File: src/rtl/alu_iter.sv
// Iterative execute-stage ALU. Single-cycle ops register their result in one
// clock; shifts move the working value one bit per clock. Valid/ready on both
// sides lets the core stall while a shift is in flight.
module alu_iter #(
    parameter int unsigned XLEN = 32
) (
    input  logic            clk,
    input  logic            reset,
    input  logic            in_valid,
    output logic            in_ready,
    input  logic [3:0]      alucontrol,
    input  logic [XLEN-1:0] srca,
    input  logic [XLEN-1:0] srcb,
    output logic            out_valid,
    input  logic            out_ready,
    output logic [XLEN-1:0] result,
    output logic            zero,
    output logic            illegal
);

    // ALUOP_* codes shared with aludec
    localparam logic [3:0] ALUOP_ADD  = 4'b0000;
    localparam logic [3:0] ALUOP_SLL  = 4'b0001;
    localparam logic [3:0] ALUOP_SLT  = 4'b0010;
    localparam logic [3:0] ALUOP_SLTU = 4'b0011;
    localparam logic [3:0] ALUOP_XOR  = 4'b0100;
    localparam logic [3:0] ALUOP_SRL  = 4'b0101;
    localparam logic [3:0] ALUOP_OR   = 4'b0110;
    localparam logic [3:0] ALUOP_AND  = 4'b0111;
    localparam logic [3:0] ALUOP_SUB  = 4'b1000;
    localparam logic [3:0] ALUOP_SRA  = 4'b1101;

    typedef enum logic [1:0] {IDLE, SHIFT, DONE} state_t;
    typedef enum logic [1:0] {SH_SLL, SH_SRL, SH_SRA} shift_op_t;

    state_t          state;
    shift_op_t       sh_op;
    shift_op_t       sh_sel;
    logic [4:0]      count;
    logic [XLEN-1:0] result_q;
    logic            illegal_q;

    logic [XLEN-1:0] alu_val;
    logic [XLEN-1:0] shifted;
    logic            is_shift;
    logic            is_legal;
    logic            accept;

    assign in_ready  = (state == IDLE) | ((state == DONE) & out_ready);
    assign accept    = in_valid & in_ready;
    assign out_valid = (state == DONE);
    assign result    = result_q;
    assign illegal   = illegal_q;
    assign zero      = (result_q == '0);

    // Decode alucontrol and evaluate the single-cycle operations
    always_comb begin
        alu_val  = '0;
        is_shift = 1'b0;
        is_legal = 1'b1;
        sh_sel   = SH_SLL;
        case (alucontrol)
            ALUOP_ADD:  alu_val = srca + srcb;
            ALUOP_SUB:  alu_val = srca - srcb;
            ALUOP_AND:  alu_val = srca & srcb;
            ALUOP_OR:   alu_val = srca | srcb;
            ALUOP_XOR:  alu_val = srca ^ srcb;
            ALUOP_SLT:  alu_val = {{(XLEN-1){1'b0}}, ($signed(srca) < $signed(srcb))};
            ALUOP_SLTU: alu_val = {{(XLEN-1){1'b0}}, (srca < srcb)};
            ALUOP_SLL: begin
                is_shift = 1'b1;
                sh_sel   = SH_SLL;
            end
            ALUOP_SRL: begin
                is_shift = 1'b1;
                sh_sel   = SH_SRL;
            end
            ALUOP_SRA: begin
                is_shift = 1'b1;
                sh_sel   = SH_SRA;
            end
            default:    is_legal = 1'b0;
        endcase
    end

    // One-bit step of the latched shift applied to the working register
    always_comb begin
        shifted = result_q;
        case (sh_op)
            SH_SLL:  shifted = {result_q[XLEN-2:0], 1'b0};
            SH_SRL:  shifted = {1'b0, result_q[XLEN-1:1]};
            SH_SRA:  shifted = {result_q[XLEN-1], result_q[XLEN-1:1]};
            default: shifted = result_q;
        endcase
    end

    // Control FSM; the result register doubles as the shift working register
    // since its contents are not visible until DONE
    always_ff @(posedge clk or posedge reset) begin
        if (reset) begin
            state     <= IDLE;
            sh_op     <= SH_SLL;
            count     <= '0;
            result_q  <= '0;
            illegal_q <= 1'b0;
        end else if (accept) begin
            if (!is_legal) begin
                result_q  <= '0;
                illegal_q <= 1'b1;
                state     <= DONE;
            end else if (is_shift) begin
                result_q  <= srca;
                count     <= srcb[4:0];
                sh_op     <= sh_sel;
                illegal_q <= 1'b0;
                state     <= (srcb[4:0] == 5'd0) ? DONE : SHIFT;
            end else begin
                result_q  <= alu_val;
                illegal_q <= 1'b0;
                state     <= DONE;
            end
        end else begin
            case (state)
                SHIFT: begin
                    result_q <= shifted;
                    count    <= count - 5'd1;
                    if (count == 5'd1)
                        state <= DONE;
                end
                DONE: begin
                    if (out_ready)
                        state <= IDLE;
                end
                default: state <= state;
            endcase
        end
    end

endmodule

File: config.mk
export PLATFORM = sky130hd
export DESIGN_NAME = alu_iter
export DESIGN_NICKNAME = d
export VERILOG_FILES = /design/src/rtl/alu_iter.sv
export SDC_FILE = /design/constraint.sdc
export NUM_CORES = 1
export LEC_CHECK = 0
export BUFFER_PORTS_ARGS = -buffer_cell sky130_fd_sc_hd__buf_4
export CAP_MARGIN = 10
export CORE_MARGIN = 5
export CORE_UTILIZATION = 60
export DETAILED_ROUTE_END_ITERATION = 8
export PLACE_DENSITY = 0.86
export SLEW_MARGIN = 5
export SYNTH_ARGS = -nofsm -noshare
export SYNTH_HDL_FRONTEND = slang
export SYNTH_SLANG_ARGS = --single-unit
export TNS_END_PERCENT = 30
File: constraint.sdc
create_clock -name clk -period 3 [get_ports clk]
set_input_delay 0.15 -clock clk [delete_from_list [all_inputs] [get_ports clk]]
set_output_delay 0.15 -clock clk [all_outputs]
set_load 0.01 [all_outputs]
## Word level (Yosys, flattened, before mapping)

Index checks and enable logic that the tools add are counted.

| word-level totals | value |
|---|---|
| word-level logic and storage cells | 73 |
| input port bits | 72 |
| flip-flop bits (word level) | 42 |

| cells by class | value |
|---|---|
| reduce and logical (&&, ||, !) cells | 16 |
| equal/unequal tests | 19 |
| $add $sub $neg | 3 |
| order comparisons | 2 |
| bitwise gates (word level) | 6 |
| multiplexer cells | 21 |

Operators with widths:

| operator | count |
|---|---|
| $pmux 32 s7 | 1 |
| $mux 32 | 4 |
| $pmux 32 s3 | 1 |
| $lt 32x32->1 | 2 |
| $add 32x32->32 | 1 |
| $and 32x32->32 | 1 |
| $logic_not 32->1 | 1 |
| $or 32x32->32 | 1 |
| $sub 32x32->32 | 1 |
| $xor 32x32->32 | 1 |
| $mux 5 | 4 |
| $eq 4x3->1 const B | 4 |
| $mux 2 | 6 |
| $reduce_and 3->1 | 4 |
| $reduce_or 10->1 | 1 |
| $eq 4x2->1 const B | 2 |
| $eq 4x4->1 const B | 2 |
| $pmux 2 s2 | 2 |
| $ne 2x2->1 const B | 3 |
| $reduce_bool 3->1 | 2 |
| $eq 5x1->1 const B | 1 |
| $logic_not 5->1 | 1 |
| $sub 5x1->5 const B | 1 |
| $eq 2x1->1 const B | 2 |
| 13 further kinds | 18 |

## Longest topological paths before layout

Gate-level depths: netlist of run 1.

| logic depth | value |
|---|---|
| word-level depth | 6 |
| mapped depth | 12 |

## Worst setup path after synthesis of run 1

Ideal clock, no wire load.

| timing | value |
|---|---|
| path type | in2reg |
| start | input port srca[0] |
| end | register result_q[26] (netlist: result[26]) |
| arrival time | 2.637 ns |
| setup time | 0.087 ns |
| buffers on the path | 0 |
| slack | 0.277 ns |
| stages | 12 |
| required time | 2.913 ns |
| cells stage by stage | inv_1 -> ha_1 -> fa_1 -> o21bai_1 -> a31oi_1 -> and4_1 -> o41ai_4 -> o21ba_2 -> o21bai_1 -> a211o_1 -> a2111o_1 -> o211ai_1 |

| on the way | value |
|---|---|
| word-level cells in the longest chain between the ends | 5 |

Ends and longest elaborated chain:

| item | RTL line | source |
|---|---|---|
| start: declaration | 12 | `input logic [XLEN-1:0] srca,` |
| $sub 32x32->32 or $add 32x32->32 (tied branches) | 64, 63 |  |
| $pmux 32 s7 * | 62 | `case (alucontrol)` |
| $mux 32 * | 111 | `end else if (is_shift) begin` |
| $mux 32 * | 107 | `if (!is_legal) begin` |
| $mux 32 * | 106 | `end else if (accept) begin` |
| end signal: assignment | 112 | `result_q <= srca;` |
| end signal: assignment | 118 | `result_q <= alu_val;` |
| end signal: assignment | 125 | `result_q <= shifted;` |
| end: declaration | 40 | `logic [XLEN-1:0] result_q;` |

Every way passes the cells marked *; elsewhere a longest branch is shown, timed or not.
A chain may end at the register's enable or synchronous reset.

## Final worst setup path of run 1

| timing | value |
|---|---|
| start | input port srca[1] |
| end | register result_q[27] (netlist: result[27]) |

Same word-level chain as after synthesis.

==> impl_metrics.ini, run 1 <==
[finish]
post-route-util_pct = 72.7
postLayoutCellArea_um2 = 9170
fin_cells = 1347
num_antenna_cells = 0
fillers = 1091
syn_to_final_growth_pct = 18.5
drive_gt1_share_pct = 17.7
fin_nets = 1366

[timing]
fmax_mhz = 350
fin_tns_setup_ns = 0
timing.hold.ws_ns = 0.00554
rsz0062_at_grt = no
final_hold_viol_count = 0
fin_ws_ns = 0.144
drv_slew = 0
relSlewSlack_pct = 29.4
finalCriticalPeriod_ns = 2.86
finalCritPeriodShare_pct = 95.2
finClkSkew_ns = 0.00816
worstMarginPinSlew_ns = 1.05
setup_violations = 0

[clock_tree]
cts_max_path_buffers = 2
clkTransAtPathRegs_ns = 0.06
hold_buffers = 0
clock_latency_ns = 0.29
clock_sinks = 42
htree_levels = 2
cts_tree = done
cts_buffers = 5
cts_setup_buffers = 0
cts-root-buf = clkbuf_16

[floorplan]
ioPinCount = 108
core_um2 = 12600
die_area_um2 = 15300
die_x_um = 124
die_h_um = 124
initial_core_util_pct = 61.3
rows = 41

[setup_path]
cp_slowest_cell = a211oi_1
cp.depth = 12
critPathCaptureType = register
start_kind = primary input
crit_fanout = 5
cp.required_ns = 3.21
cp_cell_sequence = buf_4, inv_1, ha_1, a21o_1, and4_1, o21ai_0, nand4b_1, a41o_1, a211oi_1, o21bai_1, or2_2, a31oi_1
r2r_slack_ns = 0.45
critPathTopFamily = compound AO/OA/AOI/OAI gates
critPathBufInv = 2
critPathArrivalTime_ns = 3.06
worst-r2r-cell-count = 10
critical_path_class = primary input to register
cpPeakStageDelay_ns = 0.41

[detailed_routing]
drc_errors = 0
dr.first_iter.drc_count = 1677
via_count = 9110
drtAntennaViolNets = 0
avgRoutedWirePerCell_um = 20.3
drt-total-wl_um = 27300
via_per_inst = 6.76
dr.pass1.iters = 7

[power_and_ir_drop]
leakage_nw = 4.27
peakVddDrop_uv = 359
power_mw = 5.18
p_per_area_nw_per_um2 = 564

[logic_synthesis]
synth_compound_area_share_pct = 36.4
synth.mux.area_fraction_pct = 1.18
yosys.area_share.simple_pct = 18.1
synthesis.nets = 1256
synth_ff_type = dfrtp_1
yosysUniqueCellTypes = 74
yosys_warnings = 0
synthTopCellsByArea = ha_1, dfrtp_1, a21oi_1
netlist_instances = 1064
synth_edf_count = 0
synth_top_family_by_area = compound AO/OA/AOI/OAI gates
synth-adder-area-share_pct = 19.6
synth_area_leader_cell = ha_1
synth.top_cell.area_share_pct = 19.1
syn_area_per_cell_um2 = 7.27
synth_xor_area_share_pct = 2.15
synth-seq-cells = 42
synth_most_common_cell = ha_1
ys_top_cells_by_count = ha_1, inv_1, nor2_1
ys_seq_area_share_pct = 13.6
async_reset_ff_share_pct = 100
synth_area_um2 = 7740

[placed_design]
dpl.hpwl_um = 21300
place_congestion = 1.03
portBuffers = 107
pre_cts_ws_ns = -0.0992
placed_area_um2 = 9000
dp.cells = 1339

[global_route]
grt_max_degree = 43
grt_pass1_vias = 8330
antenna_found_initial = 0
grt-ovfl-total = 0
grt_pass1_wl_um = 43600
grt_usage_pct = 35.6

[run_status]
outcome = completed

[worst_hold_path]
hold_path_class = primary input to async pin

[run]
drv_cap = 0
## worst register-to-register path: cells and delay by family (launching register included)
kind / cells / cell delay (ns)
AO/OA/AOI/OAI: 4 / 0.86
AND/OR/NAND/NOR: 4 / 0.80
flip-flops: 1 / 0.40
adder cells (fa/ha/maj): 1 / 0.29
buffers and inverters: 1 / 0.08
## what timing repair did
action,CTS,global route
endpoints found under the hold margin,0,0
gates resized for setup,0,2
setup endpoints to repair,0,3
## final cells by class
class                   count  area (um2)  area share, %
well taps                 172         215           2.35
inverters                 104         390           4.26
repair buffers            179        1340           14.7
flip-flops and latches     42        1050           11.5
clock buffers               7         133           1.45
clock inverters             1        30.0          0.327
multi-input cells         842        6010           65.5
## flip-flops by register name, indices dropped and copies added (netlist names)
signal	count
count	5
illegal	1
result	32
sh_op	2
state	2
## kinds of logic after synthesis
group / Yosys count
compound gates: 405
xor+xnor: 19
fa+ha+maj: 120
buf+inv: 180
flops: 42
mux: 9
simple gates: 289
## worst paths after layout
check,startpoint,to
worst max-delay path,srca[1],result[27]
min in group clk,srcb[0],count[0]
worst min-delay path,reset,result[28]
worst max register to register,sh_op[1],result[27]
worst min register to register,illegal,illegal
max in group asynchronous,reset,result[6]
## layout by cell type (no fill, tap or decap), types with 8 or more instances in the layout
master    Yosys  routed
a221o_1      15      15
inv_1       104     104
a31oi_1      18      18
mux2i_1       8       8
a222oi_1     13      13
a21o_1       15      15
a22oi_1      15      15
a21oi_1      88      88
buf_4         3     179
nand3_1      29      29
nor4_1       18      17
ha_1        118     117
o21a_1       13      13
a211oi_1     13      12
nor2b_1       9       8
o21bai_1     23      23
o22ai_1      19      19
or3_1         9       9
nand4_1      11      11
a221oi_1     38      38
nor2_1       96      96
xnor2_1      16      16
o21ai_0      70      70
nor3_1       29      29
nand2_1      50      50
dfrtp_1      42      42
## power breakdown
| part | switching (mW) | total, mW | internal, mW |
|---|---|---|---|
| clock network | 0.225 | 0.619 | 0.394 |
| registers | 0.428 | 1.29 | 0.861 |
| logic | 1.88 | 3.27 | 1.39 |
| total | 2.53 | 5.18 | 2.64 |
## per-layer routing
layer,vias up,GRT usage [%],share of wire [%]
li1,4164,-,-
met1,4259,49.9,42
met2,606,54.8,43
met3,81,7.58,12
met4,0,11.5,3.2
met5,-,0,0
Note: power is estimated with default switching activity, not from simulation.
==> run 2: changes to the inputs <==
--- a/config.mk
+++ b/config.mk
@@ -5,12 +5,13 @@
 export SDC_FILE = /design/constraint.sdc
 export NUM_CORES = 1
 export LEC_CHECK = 0
+export ABC_AREA = 1
 export BUFFER_PORTS_ARGS = -buffer_cell sky130_fd_sc_hd__buf_4
 export CAP_MARGIN = 10
 export CORE_MARGIN = 5
-export CORE_UTILIZATION = 60
+export CORE_UTILIZATION = 62
 export DETAILED_ROUTE_END_ITERATION = 8
-export PLACE_DENSITY = 0.86
+export PLACE_DENSITY = 0.87
 export SLEW_MARGIN = 5
 export SYNTH_ARGS = -nofsm -noshare
 export SYNTH_HDL_FRONTEND = slang
==> impl_metrics.ini, run 2 <==
[worst_hold_path]
hold_path_class = primary input to async pin

[clock_tree]
cts_setup_buffers = 0
htree_levels = 2
cts_tree = done
cts_max_path_buffers = 2
hold_buffers = 0
cts_resized = 0
cts_buffers = 5
clock_latency_ns = 0.30
cts-root-buf = clkbuf_16
clock_sinks = 42
clkTransAtPathRegs_ns = 0.07

[global_route]
grt_max_degree = 43
grt_usage_pct = 36.6
grt_pass1_wl_um = 52700
grt_pass1_vias = 10300
antenna_found_initial = 1
grt-ovfl-total = 0

[logic_synthesis]
synthesis.nets = 1906
yosysUniqueCellTypes = 40
synth_top_family_by_area = simple AND/OR/NAND/NOR gates
netlist_instances = 1714
ys_seq_area_share_pct = 11.1
synth_xor_area_share_pct = 0.185
synthTopCellsByArea = nand2_1, ha_1, inv_1
synth_edf_count = 0
synth-seq-cells = 42
synth_most_common_cell = nand2_1
synth.mux.area_fraction_pct = 0
synth_area_um2 = 9460
ys_top_cells_by_count = nand2_1, inv_1, nor2_1
synth_compound_area_share_pct = 15.5
synth_area_leader_cell = nand2_1
yosys_warnings = 0
synth-adder-area-share_pct = 16.0
synth_ff_type = dfrtp_1
syn_area_per_cell_um2 = 5.52
synth.top_cell.area_share_pct = 21.5
yosys.area_share.simple_pct = 39.1
async_reset_ff_share_pct = 100

[floorplan]
die_area_um2 = 17800
die_h_um = 134
die_x_um = 134
rows = 45
core_um2 = 15100
ioPinCount = 108
initial_core_util_pct = 62.7

[finish]
fillers = 1481
post-route-util_pct = 69.0
num_antenna_cells = 0
mostFrequentLayoutCells = nand2_1, inv_1, nor2_1
syn_to_final_growth_pct = 10.1
fin_nets = 1981
drive_gt1_share_pct = 9.61
largest_reg_flops = 32
layout_commonest_cell = nand2_1

[setup_path]
crit_fanout = 7
critPathArrivalTime_ns = 2.47
r2r_slack_ns = 0.85
critical_path_class = primary input to register
worst-r2r-cell-count = 8
critPathCaptureType = register
reg2reg_from = sh_op[1]
cp.required_ns = 3.15
start_kind = primary input
r2r-end = result[3]

[timing]
finClkSkew_ns = 0.00838
relSlewSlack_pct = 59.6
rsz0062_at_grt = no
finalCriticalPeriod_ns = 2.32
final_hold_viol_count = 13
fmax_mhz = 431
finalCritPeriodShare_pct = 77.3
drv_slew = 0
worstMarginPinSlew_ns = 0.606
fin_tns_setup_ns = 0
setup_violations = 0
timing.hold.ws_ns = -0.0115

[detailed_routing]
dr.first_iter.drc_count = 1524
drt-total-wl_um = 33700
drc_errors = 0
wl_met3_um = 3430
dr.pass1.iters = 9
wl_met2_um = 14800
avgRoutedWirePerCell_um = 17.0
drtAntennaViolNets = 0
via_per_inst = 5.74
drt-met1-wl_um = 13100
top_layer = met4
via_count = 11400

[placed_design]
dpl.hpwl_um = 27200
place_congestion = 1.05
portBuffers = 107

[power_and_ir_drop]
peakVddDrop_uv = 448
leakage_nw = 6.14
p_per_area_nw_per_um2 = 481

[run_status]
violations = negative hold slack
outcome = complete, but fails checks

[run]
drv_cap = 0
run 2: changes by cell type in the layout (fill, tap and decap cells not counted), sizes merged, moves of 16 or more:
cell	before	now
nand3	29	128
buf	179	128
nor2	96	164
o21bai	23	6
nand2	50	545
xnor2	16	0
inv	104	352
run 2: power by group:
group          total, mW  internal, mW  switching [mW]
clock              0.568         0.312           0.257
sequential          1.22         0.848           0.372
combinational       3.21          1.19            2.02
run 2: per-layer routing:
metal / up-vias / GRT usage [%]
met2: 691 / 58.6
met3: 144 / 5.48
met4: 0 / 19.4
met1: 5014 / 47.7
li1: 5513 / -
met5: - / 0
run 2: cells by family (layout without fill, tap and decap cells):
family,after synthesis,count (layout)
flip-flops,42,42
buffers and inverters,411,487
AO/OA/AOI/OAI,247,247
adder cells (fa/ha/maj),120,120
XOR/XNOR,2,2
AND/OR/NAND/NOR,892,892
run 2: worst max path at each step:
stage,startpoint,end
floorplan,srca[0],result[0]
global placement,srca[0],result[16]
detailed placement,srca[5],result[19]
CTS,srca[5],result[19]
global route,srca[5],result[19]
finish,srca[5],result[19]
run 2: layout make-up:
cell class              count  area, um2  share of cell area, %
clock buffers               5        125                   1.20
inverters                 351       1320                   12.7
multi-input cells        1261       6700                   64.3
well taps                 188        235                   2.26
flip-flops and latches     42       1050                   10.1
clock inverters             3       23.8                  0.228
repair buffers            128        961                   9.23
run 2: critical path: stages:
cell and delay (ns):
buf_4 0.11, inv_1 0.04, ha_1 0.40, nand2_1 0.18
nor2_1 0.26, nand3_1 0.11, nand3b_1 0.25, nand2_1 0.13
nand2_1 0.08, nand2_1 0.04, nand3_1 0.07, nand3_1 0.07
o21ai_0 0.44, a21oi_1 0.12
run 2: stage by stage:
step           hold WS (ns)  setup slack [ns]  cell area (um2)  total power [mW]  instances
2_1_floorplan         0.323              1.20             9460              3.21       1714
3_3_place_gp          0.318             0.501            10300              4.27       1970
6_report            -0.0115             0.681            10400              5.00       1978
5_1_grt              0.0496             0.485            10400              5.40       1978
3_5_place_dp          0.328             0.461            10300              4.33       1970
4_1_cts              0.0194             0.763            10400              4.91       1978
